==> src/rtl/fp_pipe_pkg.sv <==
// fp_pipe_pkg: shared defaults, tag-pipe entry type and one-hot to index helper
package fp_pipe_pkg;
  localparam int DATA_W_DEF = 32;
  localparam int LATENCY_DEF = 13;
  localparam int TAG_MAX_W = 3;
  typedef struct packed {
    logic valid;
    logic [TAG_MAX_W-1:0] tag;
  } tag_entry_t;
  function automatic logic [TAG_MAX_W-1:0] onehot_to_idx(input logic [7:0] oh);
    logic [TAG_MAX_W-1:0] idx;
    idx = '0;
    for (int i = 0; i < 8; i++) idx = oh[i] ? (idx | TAG_MAX_W'(i)) : idx;
    return idx;
  endfunction
endpackage

==> src/rtl/rr_arbiter.sv <==
// rr_arbiter: combinational round-robin pick (req, ptr in; one-hot grant, index out)
module rr_arbiter import fp_pipe_pkg::*; #(
  parameter int NUM_REQ = 4,
  parameter int TAG_W = 2,
  localparam int PTR_W = $clog2(NUM_REQ)
) (
  input  logic [NUM_REQ-1:0] req,
  input  logic [PTR_W-1:0]   ptr,
  output logic [NUM_REQ-1:0] grant,
  output logic [TAG_W-1:0]   idx
);
  logic found;
  always_comb begin
    grant = '0;
    found = 1'b0;
    for (int o = 0; o < NUM_REQ; o++) begin
      if (!found && req[(int'(ptr) + o) % NUM_REQ]) begin
        grant[(int'(ptr) + o) % NUM_REQ] = 1'b1;
        found = 1'b1;
      end
    end
    idx = TAG_W'(onehot_to_idx(8'(grant)));
  end
endmodule

==> src/rtl/fp_pipe_arbiter.sv <==
// fp_pipe_arbiter: round-robin share of one pipelined FP operator (req_* in, op_* out, op_result* in, rsp_* out, in_flight/err status)
module fp_pipe_arbiter import fp_pipe_pkg::*; #(
  parameter int NUM_REQ = 4,
  parameter int LATENCY = LATENCY_DEF,
  parameter int DATA_W  = DATA_W_DEF,
  parameter int TAG_W   = 2,
  parameter int CNT_W   = 4
) (
  input  logic                        clk,
  input  logic                        rst_n,
  input  logic [NUM_REQ-1:0]          req_valid,
  input  logic [NUM_REQ*DATA_W-1:0]   req_a,
  input  logic [NUM_REQ*DATA_W-1:0]   req_b,
  output logic [NUM_REQ-1:0]          req_ready,
  output logic [DATA_W-1:0]           op_a,
  output logic [DATA_W-1:0]           op_b,
  output logic                        op_data_available,
  input  logic [DATA_W-1:0]           op_result,
  input  logic                        op_result_available,
  output logic [DATA_W-1:0]           rsp_data,
  output logic [NUM_REQ-1:0]          rsp_valid,
  output logic [CNT_W-1:0]            in_flight,
  output logic                        err
);
  localparam int PTR_W = $clog2(NUM_REQ);
  logic [PTR_W-1:0] ptr;
  logic [NUM_REQ-1:0] grant;
  logic [TAG_W-1:0] gidx;
  logic [CNT_W-1:0] drain_cnt;
  logic issue, retire, mismatch;
  logic [DATA_W-1:0] sel_a, sel_b;
  tag_entry_t pipe [LATENCY];
  tag_entry_t head;
  rr_arbiter #(.NUM_REQ(NUM_REQ), .TAG_W(TAG_W)) u_arb (
    .req(req_valid),
    .ptr(ptr),
    .grant(grant),
    .idx(gidx)
  );
  assign rsp_data = op_result;
  // head is the entry that has just left the last stage, lining up with the operator's output flag
  always_comb begin
    req_ready = rst_n ? grant : '0;
    issue = |req_ready;
    retire = pipe[LATENCY-1].valid;
    sel_a = req_a[int'(gidx)*DATA_W +: DATA_W];
    sel_b = req_b[int'(gidx)*DATA_W +: DATA_W];
    rsp_valid = (rst_n && op_result_available && head.valid) ? NUM_REQ'(1) << head.tag : '0;
    mismatch = (head.valid ^ op_result_available) && drain_cnt == '0;
  end
  always_ff @(posedge clk) begin
    if (!rst_n) begin
      op_a <= '0;
      op_b <= '0;
      op_data_available <= 1'b0;
      in_flight <= '0;
      err <= 1'b0;
      ptr <= '0;
      drain_cnt <= CNT_W'(LATENCY);
      head <= '0;
      for (int i = 0; i < LATENCY; i++) pipe[i] <= '0;
    end else begin
      op_data_available <= issue;
      if (issue) begin
        op_a <= sel_a;
        op_b <= sel_b;
        ptr <= PTR_W'((int'(gidx) + 1) % NUM_REQ);
      end
      pipe[0] <= '{valid: issue, tag: TAG_MAX_W'(gidx)};
      for (int i = 1; i < LATENCY; i++) pipe[i] <= pipe[i-1];
      head <= pipe[LATENCY-1];
      in_flight <= in_flight + CNT_W'(issue) - CNT_W'(retire);
      drain_cnt <= drain_cnt - CNT_W'(drain_cnt != '0);
      err <= err | mismatch;
    end
  end
endmodule
==> config.mk <==
export PLATFORM = sky130hd
export DESIGN_NAME = fp_pipe_arbiter
export DESIGN_NICKNAME = d
export VERILOG_FILES = /design/src/rtl/fp_pipe_pkg.sv /design/src/rtl/rr_arbiter.sv /design/src/rtl/fp_pipe_arbiter.sv
export SDC_FILE = /design/constraint.sdc
export NUM_CORES = 1
export LEC_CHECK = 0
export CAP_MARGIN = 25
export CELL_PAD_IN_SITES_DETAIL_PLACEMENT = 1
export CELL_PAD_IN_SITES_GLOBAL_PLACEMENT = 1
export CORE_AREA = 2 2 157 159
export DETAILED_ROUTE_END_ITERATION = 12
export DIE_AREA = 0 0 159 161
export DONT_BUFFER_PORTS = 1
export PLACE_DENSITY_LB_ADDON = 0.05
export SETUP_SLACK_MARGIN = 0.02
export SLEW_MARGIN = 20
export SYNTH_ARGS = -nofsm -noshare
export SYNTH_HDL_FRONTEND = slang
export SYNTH_HIERARCHICAL = 1
export SYNTH_SLANG_ARGS = --single-unit
==> constraint.sdc <==
create_clock -name clk -period 6.58 [get_ports clk]
set_clock_uncertainty 0.1 [all_clocks]
set_input_delay 0.987 -clock clk [delete_from_list [all_inputs] [get_ports clk]]
set_output_delay 0.987 -clock clk [all_outputs]
set_load 0.02 [all_outputs]
==> results of run 1 <==
state kept, by name, indices dropped and copies added, names as in the netlist:
name,cells
err,1
drain_cnt,4
head,3
op_b,32
pipe,39
in_flight,4
op_a,32
ptr,2
routing by layer:
layer / vias to the layer above / share of wire (%) / global-route usage, %
met2: 209 / 54 / 23.42
met1: 1824 / 35 / 13.89
met5: - / 0.076 / 0
met3: 19 / 9.4 / 5.984
li1: 1569 / - / -
met4: 2 / 1.9 / 5.207
worst max path at each step:
stage,end,cells after the start
finish,in_flight[3],14
global placement,in_flight[3],12
detailed placement,in_flight[3],12
global route,in_flight[3],14
floorplan,in_flight[3],14
CTS,in_flight[3],14
power by group:
part / internal (mW) / switching (mW) / total [mW]
Combinational: 1.07 / 0.904 / 1.97
Sequential: 0.912 / 0.354 / 1.27
Clock: 0.684 / 0.330 / 1.01
cell type report:
cell class                      instances  area share, %
Multi-Input combinational cell        245          45.85
Sequential cell                       117          36.43
Clock buffer                           24          7.805
Tap cell                              324          6.306
Clock inverter                          7          2.219
Inverter                               15         0.8758
Timing Repair Buffer                    4         0.4671
Antenna cell                            1        0.03893
synthesized netlist by cell type, types with 2 or more instances:
cell | count | area share [%]
o21ai_1 | 2 | 0.17
mux4_2 | 68 | 26
and2_1 | 45 | 4.9
xor2_1 | 2 | 0.30
clkbuf_1 | 18 | 1.2
nor3b_1 | 2 | 0.26
buf_4 | 32 | 4.1
nor2_1 | 11 | 0.71
buf_2 | 7 | 0.60
buf_8 | 6 | 1.6
a211oi_1 | 3 | 0.39
dfxtp_1 | 117 | 40
o22ai_1 | 3 | 0.32
xnor2_1 | 4 | 0.60
buf_6 | 4 | 0.78
ha_1 | 12 | 2.6
a22o_2 | 4 | 0.69
a22o_1 | 60 | 9.1
nand2_1 | 7 | 0.45
inv_1 | 14 | 0.91
a221oi_2 | 2 | 0.52
nor4_1 | 2 | 0.22
critical path: stages, from the launching register on:
cell	delay (ns)
dfxtp_1	0.55
inv_1	0.15
ha_1	0.35
mux4_2	0.35
or2_4	0.28
a221oi_2	0.29
nor2_1	0.14
o41a_2	0.50
inv_1	0.07
ha_1	0.18
inv_1	0.05
ha_1	0.27
a21o_1	0.17
a2111oi_0	0.39
o21bai_1	0.16
logic make-up (layout without fill, tap and decap cells):
| family | Yosys count | count (layout) |
|---|---|---|
| compound gates | 82 | 82 |
| xor+xnor | 6 | 6 |
| fa+ha+maj | 13 | 13 |
| buf+inv | 82 | 50 |
| flops | 117 | 117 |
| mux | 68 | 68 |
| other cells | 0 | 1 |
| simple gates | 76 | 76 |
stage by stage:
step	instance area [sq um]	total power, mW	setup slack [ns]	std cells	utilization (%)
2_1_floorplan	5801	3.008	2.493	444	-
3_3_place_gp	5782	3.277	2.432	705	24.13
3_5_place_dp	5782	3.313	2.362	705	24.13
4_1_cts	6426	4.354	2.435	736	26.82
5_1_grt	6429	4.552	2.145	737	26.83
6_report	6429	4.252	2.505	737	26.83
==> impl_metrics.env, run 1 <==
export IMPL_report_final_slew_viol_count=0
export IMPL_max_slew_margin_rel_pct=36.59
export IMPL_cts_inserted_buffers=17
export IMPL_min_period_over_period_pct=61.93
export IMPL_cp_end_kind="flop"
export IMPL_ys_flop_type="dfxtp_1"
export IMPL_die_w_microns=159
export IMPL_drt_vias_per_instance=4.916
export IMPL_port_buffers=0
export IMPL_grt_pass1_vias=4072
export IMPL_wl_per_cell_microns=23.09
export IMPL_clkSinkCount=117
export IMPL_cts_resized=0
export IMPL_drive_gt1_share_pct=27.91
export IMPL_layout_commonest_cell="dfxtp_1"
export IMPL_power_leakage_nw=2.432
export IMPL_setup_viol=0
export IMPL_maxCapViolCount=0
export IMPL_synth_top_family_by_area="multiplexers"
export IMPL_seq_area_sq_um=2342
export IMPL_cts_tree="done"
export IMPL_hold_path_end="pipe[0][7]"
export IMPL_ys_seq_area_share_pct=40.38
export IMPL_wirelength_microns=17020
export IMPL_core_area_sq_um=23960
export IMPL_multi_input_comb_area_sq_um=2948
export IMPL_ios=405
export IMPL_overflow=0
export IMPL_grt_use_total_pct=13.29
export IMPL_drtPass1Iterations=4
export IMPL_worst_pin_slew_ns=0.9512
export IMPL_synthToLayoutAreaGrowth_pct=10.83
export IMPL_ys_warn_count=6
export IMPL_cp_start_kind="flop"
export IMPL_insertion_delay_ns=0.41
export IMPL_syn_inst=444
export IMPL_drtAntennaViolNets=0
export IMPL_period_needed_ns=4.075
export IMPL_root_buffer="clkbuf_16"
export IMPL_regToRegSetupSlack_ns=2.50
export IMPL_ir_drop_mv=0.2867
export IMPL_rsz0062_at_grt="false"
export IMPL_whs_ns=0.3238
export IMPL_crit_start="ptr[0]"
export IMPL_synthSimpleGateAreaFrac_pct=7.916
export IMPL_async_reset_ff_share_pct=0
export IMPL_cts_buffer_depth=2
export IMPL_critPathMaxFanout=9
export IMPL_fillCellCount=2641
export IMPL_synth_compound_area_share_pct=12.25
export IMPL_outcome="finished, final reports clean"
export IMPL_min_path_cells=1
export IMPL_initial_core_util_pct=24.21
export IMPL_fmax_mhz=245.4
export IMPL_hold_viol_final=0
export IMPL_drc=0
export IMPL_die_h_microns=161
export IMPL_worstSetupPathType="flop to flop"
export IMPL_synth_nets=752
export IMPL_hold_start="pipe[0][3]"
export IMPL_worst_r2r_endpoint="in_flight[3]"
export IMPL_synth_avg_cell_area_sq_um=13.06
export IMPL_h_tree_depth=4
export IMPL_grt_max_degree=70
export IMPL_antenna_found_initial=2
export IMPL_synth_edf_count=0
export IMPL_arrival_ns=4.31
export IMPL_dp_hpwl_microns=12740
export IMPL_required_ns=6.82
export IMPL_p_per_area_nw_per_um2=661.4
export IMPL_die_area_sq_um=25600
export IMPL_ys_types=41
export IMPL_post_cts_buffers=0
export IMPL_synth_seq_cells=117
export IMPL_gp_congestion=0.7590
export IMPL_synthXorXnorAreaFrac_pct=0.9060
export IMPL_dr_first_iter_drc_count=164
export IMPL_nNetsFinal=708
export IMPL_synth_adder_area_share_pct=2.934
export IMPL_vias=3623
export IMPL_ctsHoldBuffers=0
export IMPL_final_setup_tns_ns=0
export IMPL_rows=57
export IMPL_hp_class="flop to flop"
export IMPL_layout_common_cells="dfxtp_1 (117), mux4_2 (68), a22o_1 (60)"
export IMPL_rr_startpoint="ptr[0]"
export IMPL_synth_mux_area_share_pct=26.40
export IMPL_worstRegToRegCells=14
export IMPL_synth_area_sq_um=5801
export IMPL_path_clk_slew_ns=0.05
export IMPL_grt_pass1_wl_microns=25910
Power figures use the tool's default switching activity.
==> inputs of run 2 (changes only) <==
- CORE_AREA: 2 2 157 159 -> 2 2 159 161
- DIE_AREA: 0 0 159 161 -> 0 0 161 163
- clock period: 6.58 -> 4.1 ns (I/O delays scaled with it)
==> impl_metrics.env, run 2 (synthesis results as in run 1) <==
export IMPL_ctsHoldBuffers=0
export IMPL_cts_buffer_depth=2
export IMPL_grt_max_degree=70
export IMPL_hold_path_end="drain_cnt[2]"
export IMPL_rsz0062_at_grt="false"
export IMPL_setup_viol=0
export IMPL_dr_first_iter_drc_count=192
export IMPL_ir_drop_mv=0.3538
export IMPL_drc=0
export IMPL_worstRegToRegCells=14
export IMPL_wl_per_cell_microns=25.54
export IMPL_p_per_area_nw_per_um2=1064
export IMPL_initial_core_util_pct=23.51
export IMPL_grt_use_total_pct=14.63
export IMPL_antenna_found_initial=9
export IMPL_insertion_delay_ns=0.41
export IMPL_top_regs="pipe (39), op_a (32), op_b (32)"
export IMPL_worstSetupPathType="flop to flop"
export IMPL_cp_end_kind="flop"
export IMPL_die_h_microns=163
export IMPL_hp_class="input port to flop"
export IMPL_arrival_ns=4.00
export IMPL_fmax_mhz=265.9
export IMPL_regToRegSetupSlack_ns=0.34
export IMPL_wirelength_microns=19080
export IMPL_ios=405
export IMPL_design_area_sq_um=6466
export IMPL_core_area_sq_um=24670
export IMPL_drtPass1Iterations=4
export IMPL_multi_input_comb_area_sq_um=2949
export IMPL_hold_start="rst_n"
export IMPL_fillCellCount=2684
export IMPL_period_needed_ns=3.761
export IMPL_cp_start_kind="flop"
export IMPL_outcome="finished, final reports clean"
export IMPL_layout_common_cells="dfxtp_1 (117), mux4_2 (68), a22o_1 (60)"
export IMPL_overflow=0
export IMPL_worst_pin_slew_ns=0.9424
export IMPL_drt_vias_per_instance=5.011
export IMPL_maxCapViolCount=0
export IMPL_drive_gt1_share_pct=28.61
export IMPL_gp_congestion=0.8845
export IMPL_path_clk_slew_ns=0.06
export IMPL_worst_r2r_endpoint="in_flight[3]"
export IMPL_root_buffer="clkbuf_16"
export IMPL_max_slew_margin_rel_pct=36.60
export IMPL_die_w_microns=161
export IMPL_largest_register="pipe"
export IMPL_die_area_sq_um=26240
export IMPL_min_path_cells=1
export IMPL_grt_pass1_wl_microns=28120
export IMPL_placed_area_sq_um=5862
export IMPL_min_period_over_period_pct=91.74
export IMPL_port_buffers=0
export IMPL_whs_ns=0.1760
export IMPL_power_leakage_nw=2.436
export IMPL_h_tree_depth=4
export IMPL_report_final_slew_viol_count=0
export IMPL_p_total_mw=6.880
export IMPL_critPathMaxFanout=5
export IMPL_rr_startpoint="ptr[0]"
export IMPL_cts_inserted_buffers=17
export IMPL_required_ns=4.34
export IMPL_seq_area_sq_um=2342
export IMPL_nNetsFinal=711
export IMPL_clkSinkCount=117
export IMPL_grt_pass1_vias=4086
export IMPL_dp_hpwl_microns=14790
export IMPL_drtAntennaViolNets=0
export IMPL_rows=58
export IMPL_final_setup_tns_ns=0
export IMPL_largest_reg_flops=39
export IMPL_cts_tree="done"
export IMPL_final_util_pct=26.21
export IMPL_hold_viol_final=0
export IMPL_synthToLayoutAreaGrowth_pct=11.48
export IMPL_layout_commonest_cell="dfxtp_1"
export IMPL_vias=3743
run 2: where the power goes:
part	total [mW]	switching, mW	internal [mW]
Combinational	3.35	1.54	1.81
Sequential	2.02	0.556	1.46
Clock	1.51	0.543	0.971
Total	6.88	2.64	4.24
run 2: critical path, stage by stage (launching register included):
cell	delay (ns)
dfxtp_1	0.34
inv_1	0.09
ha_1	0.33
mux4_2	0.35
or2_4	0.29
a221oi_2	0.29
nor2_1	0.14
o41a_2	0.50
inv_1	0.07
ha_1	0.19
inv_1	0.05
ha_1	0.26
a21o_1	0.17
a2111oi_1	0.35
o21bai_1	0.17
run 2: layout make-up:
class | count | area share (%)
multi-input combinational | 245 | 45.61
sequential | 117 | 36.22
clock buffer | 20 | 6.908
tap | 330 | 6.385
clock inverter | 12 | 2.380
timing repair buffer | 7 | 1.587
inverter | 15 | 0.8707
antenna | 1 | 0.03870
run 2: what timing repair did:
action                     in CTS  in global routing
gates resized for setup         0                  1
buffers inserted                0                  0
setup endpoints to repair       0                  1
run 2: worst max path at each step:
stage | from | end | slack [ns] | depth (start not counted)
final | ptr[0] | in_flight[3] | 0.34 | 14
after CTS | ptr[0] | in_flight[3] | 0.28 | 14
after floorplan | ptr[0] | in_flight[3] | 0.22 | 16
after global placement | req_valid[3] | in_flight[3] | 0.34 | 12
after global routing | ptr[0] | in_flight[3] | 0.05 | 14
after detailed placement | req_valid[3] | in_flight[3] | 0.27 | 12
run 2: metal layers:
metal,track usage (%),part of all wire [%]
met3,7.385,12
met1,17.18,38
met4,4.099,1.2
met2,23.62,48
met5,0,0.19
run 2: per-stage QoR:
| stage | cells | worst slack [ns] |
|---|---|---|
| after global routing | 746 | 0.05489 |
| after global placement | 714 | 0.3399 |
| after CTS | 746 | 0.2768 |
| after detailed placement | 714 | 0.2706 |
| final | 747 | 0.3389 |
| after floorplan | 444 | 0.2240 |
==> inputs of run 3 (changes only) <==
- PLACE_DENSITY: unset -> 0.57
- PLACE_DENSITY_LB_ADDON: 0.05 -> unset
- SLEW_MARGIN: 20 -> unset
==> impl_metrics.env, run 3 (synthesis results as in run 1) <==
export IMPL_outcome="finished, final reports clean"
export IMPL_drt_vias_per_instance=5.061
export IMPL_drive_gt1_share_pct=29.33
export IMPL_dr_first_iter_drc_count=167
export IMPL_hp_class="input port to flop"
export IMPL_core_area_sq_um=24670
export IMPL_cp_start_kind="flop"
export IMPL_worstSetupPathType="flop to flop"
export IMPL_design_area_sq_um=6436
export IMPL_root_buffer="clkbuf_16"
export IMPL_drc=0
export IMPL_dp_cells=714
export IMPL_layout_common_cells="dfxtp_1 (116), mux4_2 (68), a22o_1 (60)"
export IMPL_hold_path_end="drain_cnt[0]"
export IMPL_antenna_found_initial=5
export IMPL_initial_core_util_pct=23.51
export IMPL_p_per_area_nw_per_um2=1054
export IMPL_synthToLayoutAreaGrowth_pct=10.96
export IMPL_insertion_delay_ns=0.42
export IMPL_netSwitchingPower_mw=2.688
export IMPL_cp_end_kind="flop"
export IMPL_seqPwrFrac_pct=29.9
export IMPL_largest_reg_flops=39
export IMPL_rows=58
export IMPL_critPathSlowestCell="o41a_2"
export IMPL_power_leakage_nw=2.406
export IMPL_wirelength_microns=18890
export IMPL_clkSinkCount=117
export IMPL_report_final_slew_viol_count=0
export IMPL_max_slew_margin_rel_pct=37.14
export IMPL_h_tree_depth=4
export IMPL_hold_viol_final=0
export IMPL_die_area_sq_um=26240
export IMPL_largest_register="pipe"
export IMPL_switching_share_pct=39.64
export IMPL_cts_tree="done"
export IMPL_path_clk_slew_ns=0.07
export IMPL_worstRegToRegCells=14
export IMPL_clkPwrFrac_pct=21.2
export IMPL_place_ws_ns=0.09320
export IMPL_min_period_over_period_pct=92.94
export IMPL_maxCapViolCount=0
export IMPL_die_w_microns=161
export IMPL_min_path_cells=1
export IMPL_cts_buffer_depth=2
export IMPL_drtAntennaViolNets=0
export IMPL_period_needed_ns=3.811
export IMPL_rr_startpoint="ptr[0]"
export IMPL_worst_slack_ns=0.2894
export IMPL_hold_start="rst_n"
export IMPL_placed_area_sq_um=5837
export IMPL_worst_pin_slew_ns=0.9343
export IMPL_drtPass1Iterations=4
export IMPL_arrival_ns=4.06
export IMPL_rsz0062_at_grt="false"
export IMPL_post_cts_buffers=0
export IMPL_layout_commonest_cell="dfxtp_1"
export IMPL_cp_cell_sequence="inv_1 > ha_1 > mux4_2 > or2_4 > a221oi_4 > nor2_1 > o41a_2 > inv_1 > ha_1 > inv_1 > ha_1 > a21o_1 > a2111oi_2 > o21bai_1"
export IMPL_ctsHoldBuffers=0
export IMPL_port_buffers=0
export IMPL_wl_per_cell_microns=25.22
export IMPL_die_h_microns=163
export IMPL_final_setup_tns_ns=0
export IMPL_dp_hpwl_microns=14610
export IMPL_grt_use_total_pct=14.26
export IMPL_vias=3791
export IMPL_regToRegSetupSlack_ns=0.29
export IMPL_max_stage_delay_ns=0.50
export IMPL_ir_drop_mv=0.4298
export IMPL_worst_r2r_endpoint="in_flight[3]"
export IMPL_cts_resized=0
export IMPL_grt_pass1_wl_microns=27310
export IMPL_critPathMaxFanout=5
export IMPL_setup_viol=0
export IMPL_comb_power_share_pct=49.0
export IMPL_fmax_mhz=262.4
export IMPL_top_regs="pipe (39), op_a (32), op_b (32)"
export IMPL_ios=405
export IMPL_grt_max_degree=70
export IMPL_grt_pass1_vias=4114
export IMPL_required_ns=4.34
export IMPL_instances_no_fill=749
export IMPL_cts_inserted_buffers=17
export IMPL_intPower_mw=4.093
export IMPL_whs_ns=0.1658
export IMPL_nNetsFinal=711
export IMPL_overflow=0
export IMPL_gp_congestion=0.9237
-- run 3: metal layers --
layer	wire (microns)	vias up	GRT usage [%]
met5	26	-	0
met4	189	4	4.099
met3	2456	20	8.276
met2	9278	256	23.47
met1	6936	1921	15.67
li1	-	1590	-
-- run 3: layout make-up --
| class | count | area [sq um] |
|---|---|---|
| diodes | 3 | 7.507 |
| inverters | 15 | 56.30 |
| well taps | 330 | 412.9 |
| flip-flops and latches | 117 | 2344 |
| clock inverters | 13 | 122.6 |
| repair buffers | 7 | 77.57 |
| multi-input cells | 245 | 2983 |
| fillers | 2726 | 18240 |
| clock buffers | 19 | 432.9 |
-- run 3: per-stage QoR --
stage / power, mW / util (%)
floorplan: 4.827 / -
global placement: 5.257 / 23.66
detailed placement: 5.398 / 23.66
CTS: 6.885 / 25.91
global route: 7.238 / 26.06
finish: 6.781 / 26.09
-- run 3: how the worst max path moves through the flow --
stage / end / cells after the start / startpoint / slack, ns
4_1_cts: in_flight[3] / 14 / ptr[1] / 0.08
3_3_place_gp: in_flight[3] / 14 / ptr[1] / 0.29
2_1_floorplan: in_flight[3] / 16 / ptr[0] / 0.22
3_5_place_dp: in_flight[3] / 14 / ptr[1] / 0.09
5_1_grt: in_flight[3] / 14 / ptr[0] / 0.02
6_report: in_flight[3] / 14 / ptr[0] / 0.29
-- run 3: power groups by stage --
| stage | combinational (mW) | clock [mW] | sequential, mW |
|---|---|---|---|
| 3_5_place_dp | 3.35 | 0 | 2.05 |
| 2_1_floorplan | 2.88 | 0 | 1.95 |
| 6_report | 3.32 | 1.44 | 2.02 |
| 4_1_cts | 3.36 | 1.49 | 2.03 |
| 3_3_place_gp | 3.21 | 0 | 2.05 |
| 5_1_grt | 3.63 | 1.54 | 2.06 |
-- run 3: critical path: cells and delay by family (launching register included) --
family	cells	cell delay (ns)
compound gates	5	1.44
fa+ha+maj	3	0.78
simple gates	2	0.44
flops	1	0.40
mux	1	0.35
buf+inv	3	0.23
